<file path="src/rtl/pixel_pkg.sv">
// pixel_pkg: shared FSM states, phase lengths, widths and photocurrent-to-step helper
package pixel_pkg;
   typedef enum logic [1:0] {ERASE, EXPOSE, CONVERT, READ} state_t;
   localparam int C_ERASE = 5;
   localparam int C_EXPOSE = 255;
   localparam int C_CONVERT = 256;
   localparam int CODE_W = 8;
   localparam int ACC_W = 16;
   localparam int CNT_W = 9;
   function automatic logic [8:0] step_of(input real dv);
      return dv <= 0.0 ? 9'd0 : dv >= 1.0 ? 9'd256 : 9'(int'(dv * 256.0));
   endfunction
endpackage

</file>
<file path="src/rtl/pixel_sensor.sv">
// pixel_sensor: one pixel (clk, reset, erase/expose/convert phase strobes, step, ramp in; code out) with accumulator, latch flag and ramp-ADC code register
module pixel_sensor
   import pixel_pkg::*;
(
   input  logic              clk,
   input  logic              reset,
   input  logic              erase,
   input  logic              expose,
   input  logic              convert,
   input  logic [8:0]        step,
   input  logic [7:0]        ramp,
   output logic [CODE_W-1:0] code
);
   logic [ACC_W-1:0]  acc_q, acc_d;
   logic              lat_q, lat_d, hit;
   logic [CODE_W-1:0] code_q, code_d;
   always_comb begin
      acc_d = erase ? '0 : expose ? acc_q + ACC_W'(step) : acc_q;
      hit = convert && !lat_q && ramp >= acc_q[15:8];
      lat_d = erase ? 1'b0 : lat_q | hit;
      code_d = hit ? ramp : code_q;
   end
   always_ff @(posedge clk) begin
      if (reset) begin
         acc_q <= '0;
         lat_q <= 1'b0;
         code_q <= '0;
      end else begin
         acc_q <= acc_d;
         lat_q <= lat_d;
         code_q <= code_d;
      end
   end
   assign code = code_q;
endmodule

</file>
<file path="src/rtl/pixel_top.sv">
// pixel_top: HxW sensor array with frame FSM (clk, sync active-high reset in; pixelDataOut = all 8-bit codes, pixel i at [8i+7:8i])
module pixel_top
   import pixel_pkg::*;
#(
   parameter int  W = 3,
   parameter int  H = 2,
   parameter int  N = H * W,
   parameter real dv_pixel = 0.5
) (
   input  logic           clk,
   input  logic           reset,
   output logic [8*N-1:0] pixelDataOut
);
   localparam logic [8:0] STEP = step_of(dv_pixel);
   state_t           state_q, state_d;
   logic [CNT_W-1:0] cnt_q, cnt_d;
   logic [7:0]       ramp_q, ramp_d;
   logic [8*N-1:0]   out_q, out_d, codes;
   logic             last;
   always_comb begin
      last = (state_q == ERASE && cnt_q == CNT_W'(C_ERASE - 1)) ||
             (state_q == EXPOSE && cnt_q == CNT_W'(C_EXPOSE - 1)) ||
             (state_q == CONVERT && cnt_q == CNT_W'(C_CONVERT - 1)) ||
             state_q == READ;
      state_d = last ? state_t'(state_q + 2'd1) : state_q;
      cnt_d = last ? '0 : cnt_q + 1'b1;
      ramp_d = state_q == CONVERT ? ramp_q + 1'b1 : '0;
      out_d = state_q == READ ? codes : out_q;
   end
   always_ff @(posedge clk) begin
      if (reset) begin
         state_q <= ERASE;
         cnt_q <= '0;
         ramp_q <= '0;
         out_q <= '0;
      end else begin
         state_q <= state_d;
         cnt_q <= cnt_d;
         ramp_q <= ramp_d;
         out_q <= out_d;
      end
   end
   for (genvar i = 0; i < N; i++) begin : g_px
      pixel_sensor u_px (
         .clk     (clk),
         .reset   (reset),
         .erase   (state_q == ERASE),
         .expose  (state_q == EXPOSE),
         .convert (state_q == CONVERT),
         .step    (STEP),
         .ramp    (ramp_q),
         .code    (codes[8*i+:8])
      );
   end
   assign pixelDataOut = out_q;
endmodule

</file>
<file path="config.mk">
export PLATFORM = sky130hd
export DESIGN_NAME = pixel_top
export DESIGN_NICKNAME = d
export VERILOG_FILES = /design/src/rtl/pixel_pkg.sv /design/src/rtl/pixel_sensor.sv /design/src/rtl/pixel_top.sv
export SDC_FILE = /design/constraint.sdc
export NUM_CORES = 1
export LEC_CHECK = 0
export ABC_AREA = 1
export CAP_MARGIN = 20
export CORE_MARGIN = 3
export CORE_UTILIZATION = 45
export CTS_CLUSTER_DIAMETER = 40
export CTS_CLUSTER_SIZE = 25
export DETAILED_ROUTE_END_ITERATION = 8
export PLACE_DENSITY = 0.68
export SLEW_MARGIN = 40
export SYNTH_ARGS = -nofsm -noshare
export SYNTH_HDL_FRONTEND = slang
export SYNTH_SLANG_ARGS = --single-unit
</file>
<file path="constraint.sdc">
create_clock -name clk -period 2.5 [get_ports clk]
set_input_delay 0.5 -clock clk [delete_from_list [all_inputs] [get_ports clk]]
set_output_delay 0.5 -clock clk [all_outputs]
set_load 0.01 [all_outputs]
</file>
# After elaboration in Yosys (flattened, before gate mapping)

Cells that the tools add are included.
W data, S select, Z words.

Flip-flop bits (word level): 217
Bits of input ports: 2
Word-level logic and storage cells: 78

Add/sub/neg operators: 9
Order comparisons: 6
Equality and inequality tests: 6
Bitwise logic cells: 7
Reduce and logical (&&, ||, !) cells: 28

Operator list:

| operator                | number |
|---|---|
| $add A16 B8 Y16 const B | 6 |
| $ge A8 B8 Y1            | 6 |
| $eq A9 B8 Y1 const B    | 2 |
| $logic_and A1 B1 Y1     | 15 |
| $add A9 B1 Y9 const B   | 1 |
| $eq A9 B3 Y1 const B    | 1 |
| $add A8 B1 Y8 const B   | 1 |
| $logic_not A1 Y1        | 6 |
| $or A1 B1 Y1            | 6 |
| $reduce_or A2 Y1        | 3 |
| $eq A2 B2 Y1 const B    | 2 |
| $logic_or A1 B1 Y1      | 3 |
| $add A2 B1 Y2 const B   | 1 |
| $eq A2 B1 Y1 const B    | 1 |
| $logic_not A2 Y1        | 1 |
| $not A1 Y1              | 1 |

# Logic depth before layout (Yosys ltp)

Gate-level depths: netlist of run 1.

Depth after elaboration: 6
Gate-level depth with buffers: 13
Mapped depth without buffers: 12

# By module

From an unflattened synthesis of run 1, not the netlist that was laid out.

Cell total of the unflattened synthesis: 2020
Area, all modules: 13728.2 µm²

By module, submodules not included:

| module                          | times used | cells each | area an instance (µm²) | seq. area each (µm²) |
|---|---|---|---|---|
| pixel_sensor (g_px[3].u_px ...) | 3          | 282        | 1840.5                 | 500.5 |
| pixel_sensor (g_px[0].u_px ...) | 2          | 282        | 1904.3                 | 500.5 |
| pixel_top                       | 1          | 326        | 2573.7                 | 1341.3 |
| pixel_sensor (g_px[1].u_px)     | 1          | 284        | 1824.2                 | 500.5 |

# Worst setup path after synthesis of run 1

Ideal clock, no wire load.

Kind: reg-to-reg
Start point: register ramp_q[0]
End point: register g_px[0].u_px.lat_q
Library setup time: 128 ps
Arrival: 1490 ps
Required time: 2372 ps
Path slack: 882 ps
Stages on the path, launching flop included: 12
Path buffers: 1
Clock period less this slack: 1618 ps
Cell sequence: dfxtp_1 > inv_1 > ha_1 > nand2_1 > nor2_1 > nor2_1 > nand2_1 > nand2_1 > nand2_2 > buf_4 > a21oi_1 > nor2_1

Longest elaborated chain between the ends: 3

RTL lines:

| element                | line               | source |
|---|---|---|
| start, declared        | pixel_top.sv:17    | `logic [7:0] ramp_q, ramp_d;` |
| start signal, assigned | pixel_top.sv:39    | `ramp_q <= ramp_d;` |
| $ge A8 B8 Y1           | pixel_sensor.sv:19 | `hit = convert && !lat_q && ramp >= acc_q[15:8];` |
| $logic_and A1 B1 Y1    | pixel_sensor.sv:19 |  |
| $or A1 B1 Y1           | pixel_sensor.sv:20 | `lat_d = erase ? 1'b0 : lat_q \| hit;` |
| end signal, assigned   | pixel_sensor.sv:30 | `lat_q <= lat_d;` |
| end, declared          | pixel_sensor.sv:15 | `logic lat_q, lat_d, hit;` |

Every way passes these cells.
A chain may end at the register's enable or synchronous reset.

# Final worst setup path of run 1

Start point: register ramp_q[2]
End point: register g_px[0].u_px.lat_q

The elaborated chain is that of the path after synthesis.

==> results of run 1 <==
## cell usage after synthesis, types with 4 or more instances
cell / instances
sky130_fd_sc_hd__nor2_1: 229
sky130_fd_sc_hd__dfxtp_1: 175
sky130_fd_sc_hd__nand2_1: 172
sky130_fd_sc_hd__a21oi_1: 108
sky130_fd_sc_hd__inv_1: 88
sky130_fd_sc_hd__o21ai_0: 74
sky130_fd_sc_hd__nand3_1: 73
sky130_fd_sc_hd__ha_1: 63
sky130_fd_sc_hd__nor3_1: 27
sky130_fd_sc_hd__buf_2: 14
sky130_fd_sc_hd__clkbuf_1: 12
sky130_fd_sc_hd__nor2_2: 11
sky130_fd_sc_hd__buf_4: 9
sky130_fd_sc_hd__nand2_2: 9
sky130_fd_sc_hd__nor2_4: 7
sky130_fd_sc_hd__o21a_1: 6
sky130_fd_sc_hd__nand3_2: 5
sky130_fd_sc_hd__buf_6: 4
sky130_fd_sc_hd__nor3_2: 4
## logic make-up (layout without fill, tap and decap cells)
| logic type | count (synthesis) | in the layout | share of synthesized area |
|---|---|---|---|
| buffers and inverters | 137 | 184 | 0.0742 |
| and+or+nand+nor | 543 | 543 | 0.285 |
| xor gates and xnor gates | 5 | 5 | 0.00529 |
| adders and majority gates | 63 | 63 | 0.0952 |
| AOI/OAI and AO/OA | 191 | 191 | 0.118 |
| DFF | 175 | 175 | 0.423 |
## through the flow
step / area, µm² / total power [mW] / worst slack [ps] / std cells
finish: 9480 / 5.86 / 579 / 1386
detailed placement: 8890 / 3.25 / 546 / 1354
CTS: 9480 / 5.92 / 570 / 1386
global route: 9480 / 6.09 / 345 / 1386
floorplan: 8280 / 3.19 / 882 / 1114
global placement: 8890 / 3.24 / 576 / 1354
## layout by cell type, fill, tap and decap left out, types with 4 or more instances in the layout
| cell | instances |
|---|---|
| sky130_fd_sc_hd__ha_1 | 63 |
| sky130_fd_sc_hd__nand3_2 | 5 |
| sky130_fd_sc_hd__nor3_2 | 4 |
| sky130_fd_sc_hd__o21ai_0 | 74 |
| sky130_fd_sc_hd__a21oi_1 | 108 |
| sky130_fd_sc_hd__nand2_2 | 9 |
| sky130_fd_sc_hd__nor3_1 | 27 |
| sky130_fd_sc_hd__clkbuf_16 | 17 |
| sky130_fd_sc_hd__clkdlybuf4s50_1 | 49 |
| sky130_fd_sc_hd__nand2_1 | 172 |
| sky130_fd_sc_hd__inv_1 | 88 |
| sky130_fd_sc_hd__nor2_2 | 11 |
| sky130_fd_sc_hd__inv_6 | 4 |
| sky130_fd_sc_hd__nor2_1 | 229 |
| sky130_fd_sc_hd__inv_8 | 5 |
| sky130_fd_sc_hd__dfxtp_1 | 175 |
| sky130_fd_sc_hd__nand3_1 | 73 |
| sky130_fd_sc_hd__nor2_4 | 7 |
| sky130_fd_sc_hd__o21a_1 | 6 |
| sky130_fd_sc_hd__buf_4 | 7 |
## sequential cells by signal, indices dropped and copies added (netlist names)
signal and count:
ramp_q 8, cnt_q 9, state_q 2, g_px.u_px.code 48, g_px.u_px.lat_q 6, pixelDataOut 48
g_px.u_px.acc_q 54
## per-layer routing
| layer | vias to the layer above | wire length [µm] | global-route usage |
|---|---|---|---|
| met5 | - | 0 | 0 |
| met4 | 0 | 200 | 0.0434 |
| met3 | 15 | 767 | 0.0404 |
| met2 | 121 | 8240 | 0.302 |
| met1 | 3199 | 8520 | 0.242 |
| li1 | 3689 | - | - |
## layout make-up
cell class	count	area, µm²	share of cell area
multi-input cells	802	4170	0.439
flip-flops and latches	175	3500	0.369
repair buffers	58	583	0.0615
clock buffers	17	425	0.0449
inverters	94	355	0.0375
well taps	225	282	0.0297
clock inverters	15	169	0.0178
## final timing paths
check                           depth (start not counted)  slack [ps]       from                  to
worst max-delay path                                    9         580  ramp_q[2]  g_px[0].u_px.lat_q
worst min-delay path                                    1         470  ramp_q[0]           ramp_q[0]
worst max register to register                          9         580  ramp_q[2]  g_px[0].u_px.lat_q
worst min register to register                          1         470  ramp_q[0]           ramp_q[0]
## power groups by stage
stage | clock [mW] | combinational (mW) | sequential [mW]
detailed placement | 0 | 0.300 | 2.95
global route | 2.86 | 0.345 | 2.89
finish | 2.68 | 0.300 | 2.88
global placement | 0 | 0.296 | 2.95
floorplan | 0 | 0.248 | 2.94
CTS | 2.74 | 0.301 | 2.88
==> results, run 1 <==
- The largest net degree at the start of global routing is 70.
- The synthesized area per cell is 7.44 µm².
- The H-tree was split into 4 levels.
- The total of buffers placed on input and output ports is 49.
- The number of synthesis warnings is 0.
- The first global-routing pass estimated 30100 µm of wire.
- Of the cells placed in the final design, the portion with a size suffix greater than 1 is 0.0732.
- The cell family contributing the most delay on the critical path is flip-flops.
- Setup violations remaining at the end of the flow were counted as 0.
- The hold slack is 470 ps.
- The flow ran to the end, and the final reports show no timing, DRC or antenna violations.
- For this configuration, the core starts out at a cell density of 0.469.
- Walking the worst path, the cells encountered are ha_1 > nand2_1 > nor2_1 > nor2_1 > nand2_1 > nand2_1 > nand2_2 > a21oi_1 > nor2_1.
- The switching component of the power is 1.47 mW.
- The wire-length estimate of the detail-placed layout is 11800 µm.
- In this run the worst path has a maximum fanout of 17.
- The detail route stage leaves a number of antenna-violating nets equal to 0.
- The count of TritonRoute iterations in the first routing pass is 7.
- Setup repair after global routing left no endpoint under its margin.
- At the pin with the least slew margin, the transition time is 548 ps.
- The largest single stage delay on the critical path is 660 ps.
- The total standard cell area after synthesis is 8280 µm².
- The number of buffers and inverters on the critical path is 0.
- Ranked by total cell area, the synthesized netlist is headed by sky130_fd_sc_hd__dfxtp_1 (42%), sky130_fd_sc_hd__nor2_1 (10%), sky130_fd_sc_hd__ha_1 (9.5%).
- The number of nets in the synthesized netlist is 1179.
- The highest achievable clock rate is 0.521 GHz.
- The share of Yosys cell area claimed by the top area cell type is 0.423.
- In this run, post-CTS repair resized a total of 0 instances.
- Clock-pin slew was measured on the worst setup and hold paths at 70 ps.
- The total die area is 20100 µm².
- Buffers added to address setup during post-CTS repair amount to 0.
- After detailed routing, the number of remaining DRC violations is 0.
- The core region is 17700 µm².
- For this run the aggregate overflow at the end of global routing stands at 0.
- Of the synthesized area, sequential elements account for 0.423.
- The share of the clock period used by the worst path is 0.768.
- The total count of hold-check failures in the final report came to 0.
- The switching part of the total power is 0.251.
- The total power per unit cell area is 618 nW/µm².
- The number of flops mapped to enable cells by yosys is 0.
- TritonCTS built the clock tree.
- The netlist uses 33 different library cells.
- Clock tree synthesis inserted a total of 17 buffers.
- The cell chosen for the clock root is sky130_fd_sc_hd__clkbuf_16.
- Counting flops and latches in the post-synthesis netlist gives 175.
- STA puts the critical path data arrival time at 2230 ps.
- The number of maximum-capacitance constraint violations is 0.
- The routed wire length is 17700 µm.
- The via total after detailed routing is 7024.
- The total clock sinks is 175.
- The proportion of power drawn by the clock network is 0.457.
- The sequential group share of total power is 0.492.
- The worst-case clock buffer depth is 2.
- The dominant cell type by area after synthesis is sky130_fd_sc_hd__dfxtp_1.
- The analysis attributes to cell leakage a power of 3.88 nW.
- From bottom edge to top edge, the die measures 142 µm.
- Setup total negative slack on the finished layout was measured at 0 ps.
- The clock reaches the later pin of the worst-skew pair after 440 ps.
- In the synthesized netlist the dominant register cell turns out to be sky130_fd_sc_hd__dfxtp_1.
- The number of pins exceeding their max-slew limit in the final report is 0.
- Using the TritonRoute via totals, the vias-per-cell ratio works out to 5.07.
- The required time at the worst-slack endpoint is 2810 ps.
- The repair_antennas step left the layout with diodes totalling 0.
- STA classifies the critical path startpoint as a register.
- The via count of the first global-routing pass was 6304.
- The number of placement rows is 48.
- The path class of the tightest hold or removal check is reg -> reg.
- The initial antenna violation count was 0.
- The global placement routability congestion is 0.831.
- Measured against its own limit, the worst slew margin works out to 0.634.
- The final design utilization is 0.537.
- The die is 142 µm wide.
- The worst setup path is captured at a register.
- The clock period could shrink to 1920 ps.
- The total internal power is 4.39 mW.
- The number of nets in the layout is 1213.
- The combinational fraction of design power is 0.051.
- 50 I/O pins were placed.
- The cell with the largest stage delay on the worst path is sky130_fd_sc_hd__dfxtp_1.
- Synthesis produced 1114 cells.
- The critical path in this run is classified as reg -> reg.
- The worst-case IR drop observed on VDD is 0.511 mV.
- The first-iteration detailed-routing DRC count is 457.
- The total routing resource utilization after global routing is 0.182.
- Buffers inserted to repair hold after CTS numbered 0.
- The area overhead of the layout relative to synthesis is 14.5%.
- The average wire per cell in the routed design is 12.8 µm.
- The final setup skew is 9.19 ps.
- For this run, asynchronously set or reset flops after synthesis account for 0.
- Counting the fill cells in the layout gives 1733.
(Power assumes the default switching activity.)
==> inputs of run 2 (changes only) <==
- clock period: 2.5 -> 1.85 ns (I/O delays scaled with it)
==> run 2 against run 1 <==
Global-route usage rose by 0.37 points. Combinational power rose by 46%. Cell count rose by 2.2%. Hold slack got worse by 18 ps. Design area rose by 2.9%. Power rose by 33%. Critical endpoint is now g_px[4].u_px.lat_q.
==> results, run 2 (synthesized netlist as in run 1, its figures left out) <==
- The routed wire length is 18100 µm.
- The insertion delay of the later-clocked pin in the worst-skew pair is 430 ps.
- The signal on the critical path passes through buf_4 > ha_1 > a21oi_1 > o21a_1 > nand2_2 > a21oi_1 > nor2_1.
- The cell area after layout is 9760 µm².
- The share of cells above drive strength 1 is 0.102.
- The number of maximum-capacitance constraint violations is 0.
- Routability-driven placement finished with a final weighted congestion of 0.832.
- The detailed-route wire length on metal 1 is 8670 µm.
- The footprint of the multi-input gates is 4210 µm².
- The first global-routing pass estimated 30800 µm of wire.
- The worst slack at placement is 73.9 ps.
- The register clock-pin slew on the reported worst setup and hold paths is 70 ps.
- Compared with the post-synthesis result, the final layout area differs by 17.8%.
- The share of total power dissipated in combinational logic is 0.056.
- The total clock sinks is 175.
- The worst stage delay on the critical path is 320 ps.
- The flow ran to the end, and the final reports show no timing, DRC or antenna violations.
- The number of nets still failing antenna checks after routing is 0.
- The critical path launch point type is a register.
- The number of buffers created by CTS is 17.
- Final hold analysis gives a worst-case slack of 453 ps.
- The count of hold-fix buffers inserted at cts is 0.
- Data on the critical path arrives at its endpoint at 2030 ps.
- The via count of the first global-routing pass is 6540.
- The share of the clock period used by the worst path is 0.931.
- The sequential cells in the finished layout cover a total of 3510 µm².
- The beginning of the critical path is ramp_q[7].
- The total die area is 20100 µm².
- The initial antenna violation count was 0.
- Row generation in the floorplan step produced 48 rows.
- For the worst setup path, the data required time is 2160 ps.
- For this run, the total global-route usage over all layers was measured as 0.186.
- The number of antenna diodes in the final layout is 0.
- At the end of the flow the core is filled with cells to 0.553.
- The average wire per cell in the routed design is 12.8 µm.
- In this run the worst path has a maximum fanout of 8.
- The first-iteration detailed-routing DRC count is 393.
- The final setup skew is 9.89 ps.
- The launch point of the worst hold path is g_px[4].u_px.acc_q[10].
- The startpoint identified for the worst register-to-register timing path is ramp_q[7].
- After detailed routing, the number of vias per cell comes to 4.98.
- The number of nets in the layout is 1243.
- The final-layout fill cell count is 1717.
- The cell chosen for the clock root is sky130_fd_sc_hd__clkbuf_16.
- The total count of hold-check failures in the final report is 0.
- In this run the standard cell core region covers 17700 µm².
- Setup repair after global routing could not meet its margin everywhere.
- In the detailed route, the total length drawn on met3 is 604 µm.
- Setup violations remaining at the end of the flow were counted as 0.
- The sequential group share of total power is 0.499.
- In this run the tool buffered the top-level ports with 49 buffer cells.
- The CTS tree is built.
- The worst setup path is of the reg -> reg kind.
- The worst-case IR drop observed on VDD is 0.690 mV.
- The instance count after placement with tap cells included is 1382.
- The post-route DRC violation count is 0.
- The actual slew at the worst max-slew pin is 516 ps.
- The sum of negative setup slack is 0 ps.
- The wire-length estimate of the detail-placed layout is 12200 µm.
- The worst setup slack after layout is 128 ps.
- Headroom to the max-slew limit came out at 0.655.
- The highest achievable clock rate is 0.581 GHz.
- The switching part of the total power is 0.255.
- The total internal power is 5.81 mW.
- The final route contains 7047 vias.
- The switching component of the power is 1.99 mW.
- Summed over all nets, wire length on met2 after detailed routing comes to 8530 µm.
- The largest net degree at the start of global routing is 74.
- The number of top-level pins is 50.
- The highest layer used for signal routing is met4.
- Leaving out fill and tap cells, the most frequent cells in the layout are sky130_fd_sc_hd__nor2_1 (229), sky130_fd_sc_hd__dfxtp_1 (173), sky130_fd_sc_hd__nand2_1 (171).
- Counting along the longest clock path gives a buffer depth of 2.
- The static leakage is 4.03 nW.
- The starting density of the core is 0.469.
- The first detailed-routing pass ran for 5 iterations.
- STA classifies the critical path endpoint as a register.
- The finished layout holds 1416 standard cells, fillers aside.
- The cell with the largest stage delay on the worst path is sky130_fd_sc_hd__dfxtp_1.
- The type of the worst min-delay path is reg -> reg.
- The register with the most flip-flops in the layout has 54 of them.
- Of the total power, the clock network draws 0.445.
- The worst path in the final design needs a cycle of 1720 ps, including I/O delays and setup.
- In this run the power density over the cells is 799 nW/µm².
- From left edge to right edge, the die measures 142 µm.
- After global routing the overflow that remains totals 0.
- The area after detailed placement is 9110 µm².
- The most frequent standard cell in the layout excluding fill and tap cells is sky130_fd_sc_hd__nor2_1.
- The number of pins exceeding their max-slew limit in the final report is 0.
- g_px.u_px.acc_q holds more flip-flops than any other register.
- Measured along the y axis, the die boundary spans 142 µm.
- The design draws 7.80 mW.
- In this design, the critical path's most frequently occurring cell is sky130_fd_sc_hd__a21oi_1.
- The depth of the CTS H-tree is 4.
==> run 2: critical path, delay by kind of cell, from the launching register on <==
kind            cells  cell delay, ps
fa+ha+maj           1             310
flops               1             320
buf+inv             1             150
compound gates      3             590
simple gates        2             230
==> run 2: repair_timing <==
action / 4_1_cts / 5_1_grt
buffers inserted: 0 / 1
resized for setup: 0 / 12
setup endpoints to repair: 0 / 60
==> run 2: final timing paths <==
| path | end | cells past startpoint | slack [ps] |
|---|---|---|---|
| max | g_px[4].u_px.lat_q | 7 | 130 |
| min | g_px[4].u_px.acc_q[10] | 1 | 450 |
| max reg2reg | g_px[4].u_px.lat_q | 7 | 130 |
| min reg2reg | g_px[4].u_px.acc_q[10] | 1 | 450 |
==> run 2: final cells by class <==
| type | instances | share of cell area |
|---|---|---|
| Multi-Input combinational cell | 803 | 0.432 |
| Sequential cell | 175 | 0.359 |
| Timing Repair Buffer | 87 | 0.0846 |
| Clock buffer | 17 | 0.0436 |
| Inverter | 94 | 0.0364 |
| Tap cell | 225 | 0.0288 |
| Clock inverter | 15 | 0.0154 |
==> run 2: power by group through the flow <==
stage / Combinational [mW] / Sequential, mW / Clock, mW
3_3_place_gp: 0.425 / 3.98 / 0
6_report: 0.438 / 3.89 / 3.47
2_1_floorplan: 0.336 / 3.97 / 0
3_5_place_dp: 0.430 / 3.98 / 0
4_1_cts: 0.433 / 3.89 / 3.56
5_1_grt: 0.506 / 3.90 / 3.71
==> run 2: routing by layer <==
layer,vias up,GRT usage
met5,-,0
li1,3752,-
met4,0,0.0495
met3,22,0.0391
met1,3179,0.246
met2,94,0.309
